**src/rtl/ifetch_pc.sv**
```systemverilog
// ifetch_pc: PC register, instruction fetch over req/ack and valid/ready hand-off to decode
module ifetch_pc #(
    parameter logic [31:0] RESET_PC = 32'h0000_3000,
    parameter logic [31:0] EXC_VEC  = 32'h0000_4180
) (
    input  logic        clk,
    input  logic        rst,
    input  logic [31:0] npc_i,
    output logic [31:0] pc_o,
    output logic        imem_req_o,
    output logic [31:0] imem_addr_o,
    input  logic        imem_ack_i,
    input  logic [31:0] imem_rdata_i,
    output logic [31:0] inst_o,
    output logic        inst_valid_o,
    input  logic        inst_ready_i,
    output logic        misalign_o,
    output logic [31:0] retired_cnt_o
);
    typedef enum logic [1:0] {IDLE, REQ, VALID} state_t;
    state_t state, state_nxt;
    logic ack, accept;
    assign ack          = state == REQ && imem_ack_i;
    assign accept       = state == VALID && inst_ready_i;
    assign imem_req_o   = state == REQ;
    assign inst_valid_o = state == VALID;
    assign imem_addr_o  = pc_o;
    // state register
    always_ff @(posedge clk)
        state <= rst ? IDLE : state_nxt;
    // next state: idle lasts one cycle, ack moves to valid, accept refetches
    always_comb begin
        state_nxt = state;
        case (state)
            IDLE:    state_nxt = REQ;
            REQ:     state_nxt = ack ? VALID : REQ;
            VALID:   state_nxt = accept ? REQ : VALID;
            default: state_nxt = IDLE;
        endcase
    end
    // datapath: capture instruction on ack, advance pc and retire count on accept
    always_ff @(posedge clk) begin
        if (rst) begin
            pc_o          <= RESET_PC;
            inst_o        <= '0;
            retired_cnt_o <= '0;
            misalign_o    <= 1'b0;
        end else begin
            misalign_o <= accept && npc_i[1:0] != 2'b00;
            if (ack)
                inst_o <= imem_rdata_i;
            if (accept) begin
                pc_o          <= npc_i[1:0] == 2'b00 ? npc_i : EXC_VEC;
                retired_cnt_o <= retired_cnt_o + 32'd1;
            end
        end
    end
endmodule

```
**config.mk**
```make
export PLATFORM = sky130hd
export DESIGN_NAME = ifetch_pc
export DESIGN_NICKNAME = d
export VERILOG_FILES = /design/src/rtl/ifetch_pc.sv
export SDC_FILE = /design/constraint.sdc
export NUM_CORES = 1
export LEC_CHECK = 0
export CORE_MARGIN = 1
export CORE_UTILIZATION = 40
export DETAILED_ROUTE_END_ITERATION = 16
export GPL_TIMING_DRIVEN = 1
export HOLD_SLACK_MARGIN = 0.12
export PLACE_DENSITY = 0.82
export SLEW_MARGIN = 10
export SYNTH_ARGS = -nofsm -noshare
export SYNTH_HDL_FRONTEND = slang
export SYNTH_SLANG_ARGS = --single-unit
```
**constraint.sdc**
```tcl
create_clock -name clk -period 2.4 [get_ports clk]
set_clock_uncertainty 0.05 [all_clocks]
set_input_delay 0.48 -clock clk [delete_from_list [all_inputs] [get_ports clk]]
set_output_delay 0.48 -clock clk [all_outputs]
set_load 0.1 [all_outputs]
```
==> impl_metrics.csv, run 1 <==
group,metric,value,unit
worst_setup_path,crit_type,"in2reg",
clocking,cts_hold_buf,0,
route,wl_met1,4.59,mm
timing,rsz0062_at_grt,"false",
layout,area_growth,44.6,%
synthesis,syn-num-nets,538,
floorplan,start_util,41.2,%
clocking,root_buffer,"clkbuf_8",
clocking,clock_latency,0.35,ns
clocking,cts.sinks,99,
grt,grt_max_degree,45,
grt,overflow,0,
clocking,cts_buffers,9,
floorplan,row_count,36,
grt,grt_antenna_before_repair,0,
placed_design,dpl.hpwl,8.08,mm
min_path,hold_path.class,"reg2reg",
worst_setup_path,worstSetupEndpointType,"flop",
route,route.met2.wl,5.66,mm
pwr,vdd_drop_max,472,uV
clocking,clockBufferDepth,2,
grt,grt_use_total,21.0,%
min_path,holdPathStages,2,
timing,relSlewSlack,55.6,%
worst_setup_path,crit_path_max_fanout,15,
timing,worst_pin_slew,0.664,ns
route,via_per_inst,5.12,
synthesis,ys_warn_count,0,
synthesis,netlist_instances,469,
worst_setup_path,rr_endpoint,"retired_cnt_o[22]",
clocking,cts_tree,"yes",
timing,setup_slack,0.120,ns
layout,layout_commonest_cell,"buf_4",
worst_setup_path,critPathArrivalTime,2.51,ns
placed_design,dp.cells,748,
worst_setup_path,r2r-start,"retired_cnt_o[0]",
placed_design,dpl_cell_area,5620,um2
floorplan,pin_count,199,
route,wl_met3,640,um
placed_design,gp_congestion,0.755,
synthesis,synthesis.area,4030,um2
floorplan,die_area,10500,um2
grt,grt_pass1_vias,3662,
min_path,min_from,"inst_o[22]",
worst_setup_path,crit_path_start_kind,"primary input",
layout,layout-drive-gt1-share,29.6,%
floorplan,fp.coreArea,9770,um2
clocking,cts_resized,0,
layout,final_cells,764,
placed_design,port_buffers,198,
grt,grt_pass1_wl,17.4,mm
placed_design,dp_slack,-0.249,ns
synthesis,synth.yosys.seq_area_share,49.2,%
synthesis,avgSynthCellArea,8.60,um2
timing,fin_crit,2.28,ns
floorplan,die_y,102,um
layout,nets,695,
route,drcViolationCount,0,
route,dr.pass1.iters,5,
outcome,outcome,"finished, final reports clean",
worst_setup_path,required,2.63,ns
layout,final_cell_mix,"buf_4, dfxtp_1, nand2_1",
synthesis,synth_cell_types,37,
route,wl_per_cell,14.5,um
layout,fillCellCount,865,
timing,finalCritPeriodShare,95.0,%
synthesis,ys.flop_type,"dfxtp_1",
layout,finish.utilization,59.7,%
layout,stdcell_area,5830,um2
clocking,post-cts-setup-buffer-count,0,
min_path,whs_endpoint,"inst_o[22]",
clocking,clkTransAtPathRegs,0.09,ns
route,top_layer_used,"met4",
timing,max_freq,439,MHz
route,ant_nets,0,
pwr,p_per_area,579,nW/um2
worst_setup_path,r2r_cells,6,
layout,n_antenna_cell,0,
pwr,leakagePower,0.00236,uW
clocking,htree_num_levels,3,
route,detail_route.wirelength,11.1,mm
synthesis,synth-edff-count,0,
timing,setup_violations,0,
timing,hold-worst-slack,0.408,ns
synthesis,synth_seq_cells,99,
timing,slew_violations,0,
route,dr.first_iter.drc_count,121,
timing,finalHoldViolations,0,
floorplan,fp.dieW,102,um
worst_setup_path,r2r_slack,0.23,ns
route,vias,3913,
synthesis,async_reset_ff_share,0,%
run,maxCapViolCount,0,
==> Yosys cell counts (6+ instances only) <==
library cell	count	share of area [%]
nand2_1	76	7.1
and4_1	7	1.5
or3_1	6	0.93
inv_1	6	0.56
a22oi_1	25	4.7
nand4_1	13	2.0
or4_1	12	2.2
o21ai_0	6	0.74
o31ai_1	11	2.0
dfxtp_1	99	49
nand3_1	8	0.99
nor2_1	41	3.8
a21oi_1	54	6.7
buf_4	32	6.0
clkbuf_1	29	2.7
==> state kept, by name (all words and copies together) (netlist names) <==
signal	cells
state	2
imem_addr_o	32
retired_cnt_o	32
misalign_o	1
inst_o	32
==> worst max-delay path: stages <==
cell and delay, ns:
clkdlybuf4s50_1 0.57, nand3b_4 0.11, or4_1 0.52, buf_4 0.19, or4_1 0.47, a21oi_1 0.16
==> through the flow <==
| step | TNS, ns | total power [uW] |
|---|---|---|
| after CTS | 0 | 3420 |
| after global routing | 0 | 3520 |
| after floorplan | 0 | 2100 |
| after global placement | -1.98 | 2290 |
| final | 0 | 3380 |
| after detailed placement | -3.26 | 2300 |
==> routing by layer <==
metal,GRT usage [%],up-vias
met3,5.27,19
met1,25.0,1851
met4,7.36,0
li1,-,1923
met5,0,-
met2,36.8,120
==> layout make-up <==
type / instances / area (um2) / area share (%)
multi-input combinational: 301 / 1680 / 28.7
clock buffer: 11 / 151 / 2.60
clock inverter: 5 / 61.3 / 1.05
timing repair buffer: 209 / 1740 / 29.9
tap: 133 / 166 / 2.85
sequential: 99 / 2010 / 34.5
inverter: 6 / 22.5 / 0.386
==> worst max-delay path by stage <==
stage	startpoint	end	slack, ns	cells past startpoint
6_report	inst_ready_i	retired_cnt_o[22]	0.12	6
5_1_grt	inst_ready_i	retired_cnt_o[26]	0.006	6
4_1_cts	inst_ready_i	retired_cnt_o[26]	0.12	6
3_3_place_gp	inst_ready_i	retired_cnt_o[26]	-0.19	6
2_1_floorplan	retired_cnt_o[22]	retired_cnt_o[31]	0.0005	5
3_5_place_dp	inst_ready_i	retired_cnt_o[27]	-0.25	6
==> power breakdown <==
part / total, uW / switching (uW) / internal, uW
Sequential: 1700 / 23.5 / 1670
Clock: 1120 / 573 / 543
Combinational: 565 / 390 / 175
==> cells by family after synthesis <==
logic type | share of synthesized area [%]
AND/OR/NAND/NOR | 22.1
flip-flops | 49.2
adder cells (fa/ha/maj) | 0.310
buffers and inverters | 9.47
multiplexers | 0.279
XOR/XNOR | 2.17
AO/OA/AOI/OAI | 16.5
Power figures use the tool's default switching activity.
==> run 2: changes to the inputs <==
Settings changed: CAP_MARGIN set to 20, CORE_ASPECT_RATIO set to 2, GPL_ROUTABILITY_DRIVEN set to 0.
==> run 2 against run 1 <==
  * Sequential share of layout area down 0.67 points
  * Combinational power increased by 0.7%
  * Register-to-register slack improved by 0.03 ns
  * Global-route usage is 0.43 points lower
  * Critical path depth did not move
  * Non-clock buffer count unchanged
  * Critical path type unchanged
  * Die area is 0.23% higher
  * Sequential cell count unchanged
==> impl_metrics.csv, run 2 (same netlist as run 1, synthesis figures left out) <==
group,metric,value,unit
route,dr.pass1.iters,5,
timing,rsz0062_at_grt,"false",
layout,layout-drive-gt1-share,29.5,%
pwr,p_per_area,626,nW/um2
placed_design,dpl_cell_area,5640,um2
clocking,post-cts-setup-buffer-count,0,
worst_setup_path,path_buf_inv,2,
pwr,leakagePower,0.00240,uW
layout,layout_commonest_cell,"buf_4",
clocking,htree_num_levels,3,
grt,grt_pass1_vias,3565,
layout,area_growth,47.5,%
worst_setup_path,cp_top_family,"simple AND/OR/NAND/NOR gates",
route,wl_per_cell,14.6,um
worst_setup_path,r2r_slack,0.26,ns
floorplan,die_area,10500,um2
grt,grt_max_degree,95,
grt,grt_antenna_before_repair,0,
placed_design,port_buffers,198,
clocking,cts_buffers,9,
clocking,cts_hold_buf,0,
worst_setup_path,crit_path_start_kind,"primary input",
worst_setup_path,crit_chain,"clkdlybuf4s50_1, nand3b_4, or4_1, buf_4, or4_1, a21oi_1",
timing,max_freq,444,MHz
layout,stdcell_area,5950,um2
clocking,clkTransAtPathRegs,0.07,ns
worst_setup_path,worstSetupEndpointType,"flop",
worst_setup_path,slowest_delay,0.56,ns
placed_design,dp_slack,-0.198,ns
route,detail_route.wirelength,11.1,mm
timing,fin_crit,2.25,ns
floorplan,start_util,41.3,%
timing,hold-worst-slack,0.405,ns
floorplan,row_count,51,
placed_design,dpl.hpwl,8.17,mm
timing,slew_violations,0,
clocking,root_buffer,"clkbuf_16",
floorplan,fp.dieW,73.0,um
worst_setup_path,slowest_stage,"clkdlybuf4s50_1",
clocking,cts_resized,0,
pwr,vdd_drop_max,394,uV
worst_setup_path,crit_path_max_fanout,14,
outcome,outcome,"finished, final reports clean",
route,ant_nets,0,
layout,fillCellCount,868,
clocking,clockBufferDepth,2,
timing,setup_slack,0.147,ns
timing,finalCritPeriodShare,93.9,%
grt,grt_pass1_wl,16.9,mm
timing,worst_pin_slew,0.663,ns
min_path,hold_path.class,"reg2reg",
route,vias,3934,
layout,final_cell_mix,"buf_4, dfxtp_1, nand2_1",
floorplan,fp.coreArea,9760,um2
layout,seq_area,2010,um2
timing,relSlewSlack,55.7,%
layout,nets,695,
route,via_per_inst,5.16,
clocking,clock_latency,0.33,ns
layout,multiInputGateArea,1680,um2
run,maxCapViolCount,0,
grt,grt_use_total,20.6,%
route,drcViolationCount,0,
floorplan,pin_count,199,
layout,n_antenna_cell,0,
clocking,cts.sinks,99,
worst_setup_path,critPathArrivalTime,2.47,ns
worst_setup_path,required,2.62,ns
grt,overflow,0,
worst_setup_path,crit_type,"in2reg",
timing,finalHoldViolations,0,
route,dr.first_iter.drc_count,165,
worst_setup_path,crit_path_frequent_cell,"or4_1",
floorplan,die_y,144,um
timing,setup_violations,0,
clocking,cts_tree,"yes",
pwr,power,3720,uW
[run 2: cell types whose count changed in the layout (fill, tap and decap cells not counted), moves of 2 or more]
cell        delta
buf_12         +2
buf_4          -2
clkbuf_16      +9
clkbuf_8      -10
clkinvlp_4     +2
[run 2: final cells by class]
type	instances	area share [%]
Sequential cell	99	33.8
Timing Repair Buffer	209	29.7
Multi-Input combinational cell	301	28.2
Clock buffer	11	4.08
Tap cell	132	2.78
Clock inverter	5	1.05
Inverter	6	0.379
[run 2: metrics by stage]
stage,instances,util (%),setup TNS [ns]
after floorplan,469,-,0
after detailed placement,747,57.8,-2.55
after global routing,763,60.9,0
after global placement,747,57.8,-1.94
after CTS,763,60.9,0
final,763,60.9,0
[run 2: final timing paths]
| path | startpoint | to | cells past startpoint |
|---|---|---|---|
| setup / recovery | inst_ready_i | retired_cnt_o[22] | 6 |
| hold / removal | inst_o[5] | inst_o[5] | 2 |
| setup reg to reg | retired_cnt_o[0] | retired_cnt_o[22] | 6 |
| hold reg to reg | inst_o[5] | inst_o[5] | 2 |
[run 2: power breakdown]
| part | internal [uW] | switching [uW] |
|---|---|---|
| Sequential | 1670 | 21.7 |
| Clock | 841 | 617 |
| Combinational | 177 | 392 |
[run 2: worst register-to-register path: stages, from the launching register on]
cell and delay, ns:
dfxtp_4 0.37, ha_1 0.16, nand3_1 0.16, or4_1 0.53
buf_4 0.19, or4_1 0.47, a21oi_1 0.15
[run 2: layer usage]
metal / part of all wire, % / vias to the layer above / GRT usage [%]
met1: 36 / 1853 / 21.1
met3: 4.7 / 18 / 4.60
met2: 57 / 134 / 38.6
met5: 0 / - / 0
met4: 2.4 / 0 / 8.98
li1: - / 1929 / -
